**config.mk**
```make
export PLATFORM = sky130hd
export DESIGN_NAME = bcd_divider
export DESIGN_NICKNAME = d
export VERILOG_FILES = /design/src/rtl/bcd_pkg.sv /design/src/rtl/bin7_to_bcd2.sv /design/src/rtl/bcd_divider.sv
export SDC_FILE = /design/constraint.sdc
export NUM_CORES = 1
export LEC_CHECK = 0
export CORE_ASPECT_RATIO = 1.2
export CORE_MARGIN = 5
export CORE_UTILIZATION = 45
export CTS_CLUSTER_SIZE = 10
export DETAILED_ROUTE_END_ITERATION = 8
export GPL_TIMING_DRIVEN = 1
export PLACE_DENSITY = 0.67
export SYNTH_ARGS = -nofsm -noshare
export SYNTH_HDL_FRONTEND = slang
export SYNTH_HIERARCHICAL = 1
export SYNTH_SLANG_ARGS = --single-unit
```
**constraint.sdc**
```tcl
create_clock -name clk -period 3.7 [get_ports clk]
set_input_delay 0.74 -clock clk [delete_from_list [all_inputs] [get_ports clk]]
set_output_delay 0.74 -clock clk [all_outputs]
set_load 0.02 [all_outputs]
```
**src/rtl/bcd_pkg.sv**
```systemverilog
// Shared definitions for the BCD arithmetic datapath: FSM states, error codes and digit helpers.
package bcd_pkg;

  typedef enum logic [2:0] {
    ST_IDLE,
    ST_CHECK,
    ST_DIVIDE,
    ST_CONVERT,
    ST_DONE
  } state_e;

  localparam logic [7:0] ERR_DIVIDEND_DEF = 8'hF0;
  localparam logic [7:0] ERR_DIVISOR_DEF  = 8'h0F;
  localparam logic [7:0] ERR_BOTH_DEF     = 8'hFF;
  localparam logic [7:0] ERR_ZERO_DEF     = 8'hEE;

  localparam logic [3:0]  BCD_MAX   = 4'd9;
  localparam int unsigned DIV_STEPS = 7;

  function automatic logic is_bcd(input logic [3:0] digit);
    return digit <= BCD_MAX;
  endfunction

endpackage

```
**src/rtl/bin7_to_bcd2.sv**
```systemverilog
// Combinational 7-bit binary (0..99) to two-digit BCD conversion.
module bin7_to_bcd2
  import bcd_pkg::*;
(
  input  logic [6:0] bin,
  output logic [7:0] bcd
);

  logic [3:0] tens;

  always_comb begin
    tens = '0;
    for (int unsigned i = 1; i <= BCD_MAX; i++) begin
      if (bin >= 7'(i * 10)) tens = 4'(i);
    end
    bcd = {tens, 4'(bin - {3'b000, tens} * 7'd10)};
  end

endmodule

```
**src/rtl/bcd_divider.sv**
```systemverilog
// Sequential 2-digit BCD by 1-digit BCD divider using a fixed 7-step restoring division.
module bcd_divider
  import bcd_pkg::*;
#(
  parameter logic [7:0] ERR_DIVIDEND = ERR_DIVIDEND_DEF,
  parameter logic [7:0] ERR_DIVISOR  = ERR_DIVISOR_DEF,
  parameter logic [7:0] ERR_BOTH     = ERR_BOTH_DEF,
  parameter logic [7:0] ERR_ZERO     = ERR_ZERO_DEF
) (
  input  logic       clk,
  input  logic       rst_n,
  input  logic       start,
  input  logic [7:0] dividend,
  input  logic [3:0] divisor,
  output logic       ready,
  output logic       done,
  output logic [7:0] quotient,
  output logic [3:0] remainder,
  output logic       err
);

  state_e     state_q, state_d;
  logic [7:0] dvd_q, dvd_d;
  logic [3:0] dvs_q, dvs_d;
  logic [6:0] work_q, work_d;
  logic [3:0] prem_q, prem_d;
  logic [2:0] cnt_q, cnt_d;
  logic [7:0] quo_q, quo_d;
  logic [3:0] rem_q, rem_d;
  logic       err_q, err_d;

  logic [4:0] shifted;
  logic       dvd_bad, dvs_bad;
  logic [7:0] quo_bcd;

  bin7_to_bcd2 u_conv (
    .bin (work_q),
    .bcd (quo_bcd)
  );

  // The partial remainder is always below the divisor, so 4 stored bits suffice;
  // the 5-bit shifted value carries the extra bit during the trial subtraction.
  assign shifted = {prem_q, work_q[6]};
  assign dvd_bad = !is_bcd(dvd_q[7:4]) || !is_bcd(dvd_q[3:0]);
  assign dvs_bad = !is_bcd(dvs_q);

  always_comb begin
    state_d = state_q;
    dvd_d   = dvd_q;
    dvs_d   = dvs_q;
    work_d  = work_q;
    prem_d  = prem_q;
    cnt_d   = cnt_q;
    quo_d   = quo_q;
    rem_d   = rem_q;
    err_d   = err_q;
    unique case (state_q)
      ST_IDLE: begin
        if (start) begin
          dvd_d   = dividend;
          dvs_d   = divisor;
          state_d = ST_CHECK;
        end
      end
      ST_CHECK: begin
        if (dvd_bad || dvs_bad || dvs_q == '0) begin
          if (dvd_bad && dvs_bad) quo_d = ERR_BOTH;
          else if (dvd_bad)       quo_d = ERR_DIVIDEND;
          else if (dvs_bad)       quo_d = ERR_DIVISOR;
          else                    quo_d = ERR_ZERO;
          rem_d   = 4'hF;
          err_d   = 1'b1;
          state_d = ST_DONE;
        end else begin
          work_d  = {3'b000, dvd_q[7:4]} * 7'd10 + {3'b000, dvd_q[3:0]};
          prem_d  = '0;
          cnt_d   = '0;
          state_d = ST_DIVIDE;
        end
      end
      ST_DIVIDE: begin
        if (shifted >= {1'b0, dvs_q}) begin
          prem_d = 4'(shifted - {1'b0, dvs_q});
          work_d = {work_q[5:0], 1'b1};
        end else begin
          prem_d = shifted[3:0];
          work_d = {work_q[5:0], 1'b0};
        end
        cnt_d = cnt_q + 3'd1;
        if (cnt_q == 3'(DIV_STEPS - 1)) state_d = ST_CONVERT;
      end
      ST_CONVERT: begin
        quo_d   = quo_bcd;
        rem_d   = prem_q;
        err_d   = 1'b0;
        state_d = ST_DONE;
      end
      ST_DONE: state_d = ST_IDLE;
      default: state_d = ST_IDLE;
    endcase
  end

  always_ff @(posedge clk or negedge rst_n) begin
    if (!rst_n) begin
      state_q <= ST_IDLE;
      dvd_q   <= '0;
      dvs_q   <= '0;
      work_q  <= '0;
      prem_q  <= '0;
      cnt_q   <= '0;
      quo_q   <= '0;
      rem_q   <= '0;
      err_q   <= 1'b0;
    end else begin
      state_q <= state_d;
      dvd_q   <= dvd_d;
      dvs_q   <= dvs_d;
      work_q  <= work_d;
      prem_q  <= prem_d;
      cnt_q   <= cnt_d;
      quo_q   <= quo_d;
      rem_q   <= rem_d;
      err_q   <= err_d;
    end
  end

  assign ready     = (state_q == ST_IDLE);
  assign done      = (state_q == ST_DONE);
  assign quotient  = quo_q;
  assign remainder = rem_q;
  assign err       = err_q;

endmodule

```
; ---- Word-level counts from Yosys, hierarchy flattened
; Cells that the tools add are included.
; W data, S select, Z words.
[word_totals]
register_bits = 42
[op_classes]
mux = 30
n_addsub = 4
multipliers = 2
order_cmp = 13
eq_ne = 9
n_reduce_logical = 15
[ops]
columns = operator, count
row1 = $mux W8, 4
row2 = $mux W3, 8
row3 = $ge A7 B6 Y1 const B, 3
row4 = $ge A7 B7 Y1 const B, 3
row5 = $mux W4, 5
row6 = $pmux W4 S2, 2
row7 = $pmux W8 S2, 1
row8 = $ge A7 B5 Y1 const B, 2
row9 = $pmux W7 S2, 1
row10 = $le A4 B4 Y1 const B, 3
row11 = $pmux W3 S4, 1
row12 = $ne A2 B2 Y1 const B, 4
row13 = $reduce_and A2 Y1, 4
row14 = $sub A4 B4 Y4, 2
row15 = $add A7 B4 Y7, 1
row16 = $ge A7 B4 Y1 const B, 1
row17 = $mux W7, 1
row18 = $eq A3 B2 Y1 const B, 2
row19 = $eq A3 B3 Y1 const B, 2
row20 = $mul A4 B3 Y6 const B, 1
row21 = $pmux W3 S2, 1
row22 = $ge A5 B4 Y1, 1
row23 = $logic_not A4 Y1, 1
row24 = $mul A4 B3 Y3 const B, 1
row25 = 10 further kinds, 18

; ---- Logic depth before layout (Yosys ltp)
[depth]
ltp_word = 13
ltp_mapped = 11
ltp_nobuf = 10

; ---- Hierarchy
; Netlist, hierarchy kept.
[modules_own_cells]
columns = mod, seq_area_each_um2, area_each_um2, n_inst, cells_each
row1 = bcd_divider, 1051.0, 2277.2, 1, 205
row2 = bin7_to_bcd2, 0.0, 231.5, 1, 38

; ---- Worst setup path after synthesis
; OpenSTA, ideal clock, no wires.
[synth_path]
kind = register to register
start = register work_q[2]
end = register quo_q[3] (netlist: quotient[3])
arrival_ps = 2605
stages_incl_launch_ff = 11
path_slack_ps = 969
setup_ps = 126
required_time_ps = 3574
cell_sequence = dfrtp_1 -> nand2b_1 -> or4b_1 -> a31oi_1 -> a21oi_1 -> ha_1 -> fa_1 -> xor2_1 -> xnor2_1 -> xnor2_1 -> a221o_1
[synth_between]
elab_chain_len = 13
elab_cells_between_ends = 21
[synth_rtl]
columns = element, line
row1 = "start, declared", bcd_divider.sv:25  ; logic [6:0] work_q, work_d;
row2 = "start signal, assigned", bcd_divider.sv:118  ; work_q <= work_d;
row3 = $ge A7 B4 Y1, bin7_to_bcd2.sv:14  ; if (bin >= 7'(i * 10)) tens = 4'(i);
row4 = $mux W1, bin7_to_bcd2.sv:14
row5 = $mux W2 (2 in series), bin7_to_bcd2.sv:14
row6 = $mux W3 (4 in series), bin7_to_bcd2.sv:14
row7 = $mux W4, bin7_to_bcd2.sv:14
row8 = $mux W4 (*), bin7_to_bcd2.sv:14
row9 = named net quo_bcd[4], bcd_divider.sv:34  ; logic [7:0] quo_bcd;
row10 = $mul A4 B3 Y3 (*), bin7_to_bcd2.sv:16  ; bcd = {tens, 4'(bin - {3'b000, tens} * 7'd10)};
row11 = $sub A4 B4 Y4 (*), bin7_to_bcd2.sv:16
row12 = named net quo_bcd[3], bcd_divider.sv:34
row13 = $pmux W8 S2 (*), bcd_divider.sv:57  ; unique case (state_q)
row14 = "end signal, assigned", bcd_divider.sv:121  ; quo_q <= quo_d;
row15 = "end, declared", bcd_divider.sv:28  ; logic [7:0] quo_q, quo_d;
; Mark *: on every way through the listed nets, which the timed path passes. The rest lies on a longest branch.
; A chain may end at the register's enable or synchronous reset.

; ---- Worst setup path in the final report
; Ends and elaborated chain as after synthesis.

==> impl_results.md <==
- Area Overhead vs Synth: 16.7%
- Initial antenna violation count: 0
- Ys flop type: dfrtp_1
- Worst Setup Start Kind: flip-flop
- Seq/Total Area, Yosys: between 40% and 50%
- Area of the die: 7170 µm²
- Post-synth EDFFs: 0
- Residual DRC count: 0
- # H-tree levels: 2
- Final min period: roughly 2.9 ns
- CTS Sinks: 42
- Post CTS Setup Buffer Count: 0
- CP max FO: 10
- Die Y: slightly above 90 µm
- Cell area after synthesis: 2510 µm²
- Final Hold Viols: 0
- Seq cells post-synth: 42
- Critical path class: flip-flop to flip-flop
- Max cap viols: 0
- Vias in the first global route: approximately 1800
- Area occupied by multi-input gates: about 1400 µm²
- Final wirelength: 4990 µm
- Final Skew: around 0.012 ns
- Final Hold Slack: between 0.4 and 0.5 ns
- Clk Latency, worst-skew pair: 0.30 ns
- Setup_tns: 0 ns
- Post-cts resize count: 0
- Largest net degree at the start of global routing: 43
- CP Capture Type: flip-flop
- GRT overflow: 0
- Worst Max-Slew Pin Slew: around 0.93 ns
- Status: finished, final reports clean
- Slew headroom: 38.3%
- Peak Freq: ~340 MHz
- Via Count: 1873
- Worst IR Drop VDD: 0.442 mV
- Hold WC Path Type: flip-flop to flip-flop
- Slew Limit Fails: 0
- Cell leakage power: roughly 0.0012 µW
- Tot GR Track Use: 15.1%
- First-pass GRT wire length: between 8000 and 9000 µm
- Final-report setup violation count: 0
- RSZ-0062 raised after global routing: no
- Netlist cell types: 52
- Share of cells above drive strength 1: roughly a tenth
- Final nets: 304
- Reg2reg setup slack: 0.79 ns
- Most common cell after layout, fill and taps aside: dfrtp_1
- Post-DRT Antenna Nets: 0
- CTS tree: built
- Die W: about 78 µm
- Drt via density: 5.59
- # rows: 29
- CTS Root Cell: clkbuf_8
- # hold bufs at CTS: 0
- Filler cell count: 501
- Num CTS Buffers: 5
- Post-Syn Area per Cell: approximately 10 µm²
- CP arrival: slightly above 3 ns
- Initial core utilization: around 47%
- Clock transition at path regs: around 0.090 ns
- Clock buffer depth: 2
- Iter 0 DRT Violations: 92
- CORE AREA: between 5000 and 6000 µm²
- Hpwl dp: approximately 3800 µm
- Antenna cells: 0
- Syn_nets: between 200 and 300
- Synth Instances: roughly 240
- Pwr Density: ~970 nW/µm²
- Sequential cell area: 1050 µm²
- DR pass1 iterations: 4
- Worst EP required: a little under 4 ns
- Part of the cycle the worst path needs: between 70% and 80%
- Gpl congestion: 0.792
- Top-Level Pins: 30
- WL/cell: around 15 µm
- YS warnings: 6
- Port Buffers: 29
- Most frequent cells in the layout: dfrtp_1, clkdlybuf4s50_1, nand2_1, inv_1
- Async SR Flop Fraction: 100%
layout make-up:
cell class	instances	share of cell area (%)
Clock inverter	1	0.171
Tap cell	62	2.65
Multi-Input combinational cell	176	46.2
Sequential cell	42	35.9
Clock buffer	7	2.95
Inverter	17	2.18
Timing Repair Buffer	30	10.0
power by group:
group	switching (µW)	leakage, µW	internal [µW]
combinational	854	0.000691	780
clock	157	0.0000482	151
sequential	239	0.000506	657
total	1250	0.00124	1590
metal layers:
layer / GRT usage (%) / wire length [µm] / up-vias
li1: - / - / 937
met1: 20.4 / 2350 / 887
met2: 24.4 / 2320 / 43
met3: 3.43 / 256 / 6
met4: 3.94 / 61 / 0
met5: 0 / 0 / -
cells by family (layout without fill, tap and decap cells):
logic type                 after synthesis  after routing  synth area share [%]
and+or+nand+nor                         73             73                  17.1
AOI/OAI and AO/OA                       67             67                  19.7
DFF                                     42             42                  41.9
buffers and inverters                   25             55                  4.24
adders and majority gates               17             17                  9.68
xor gates and xnor gates                10             10                  3.49
muxes                                    9              9                  3.99
synthesized netlist by cell type, types with 4 or more instances:
library cell	n	share of area, %
ha_1	13	6.5
nand2_1	20	3.0
and2_1	7	1.7
mux2_2	6	2.7
a31oi_1	6	1.5
xor2_1	4	1.4
a21oi_1	15	3.0
a221o_1	12	4.8
nor2_1	15	2.2
nand2b_1	5	1.2
o211ai_1	6	1.8
buf_2	4	0.80
o21ai_1	6	1.2
xnor2_1	6	2.1
dfrtp_1	42	42
o21ai_0	7	1.4
inv_1	16	2.4
fa_1	4	3.2
critical path, stage by stage, from the launching register on:
cell and delay, ns:
dfrtp_1 0.48, nand2b_1 0.21, or4b_1 0.47, a31oi_1 0.17, a21oi_1 0.10, ha_1 0.23
fa_1 0.38, xor2_1 0.16, xnor2_1 0.15, xnor2_1 0.13, a221o_1 0.32
metrics by stage:
step                      utilization [%]  setup WS, ns  instance area, µm²  power, µW  cells
after floorplan                         -         0.969                2510       2120    243
after global placement               52.8         0.890                2840       2500    327
after detailed placement             52.8         0.806                2840       2550    327
after CTS                            54.5         0.792                2930       2860    335
after global routing                 54.5         0.620                2930       3100    335
final                                54.5         0.795                2930       2840    335
state kept, by name (all words and copies together), names as in the netlist:
signal,cells
remainder,4
work_q,7
prem_q,4
cnt_q,3
state_q,3
err,1
quotient,8
dvs_q,4
dvd_q,8
worst paths after layout:
| check | startpoint | end | depth (start not counted) |
|---|---|---|---|
| worst max-delay path | work_q[2] | quotient[3] | 10 |
| worst min-delay path | cnt_q[2] | cnt_q[2] | 1 |
| worst max register to register | work_q[2] | quotient[3] | 10 |
| worst min register to register | cnt_q[2] | cnt_q[2] | 1 |
| max in group asynchronous | rst_n | work_q[6] | 1 |
| min in group asynchronous | rst_n | dvs_q[3] | 1 |
No activity file was read; power rests on OpenSTA's default activity.
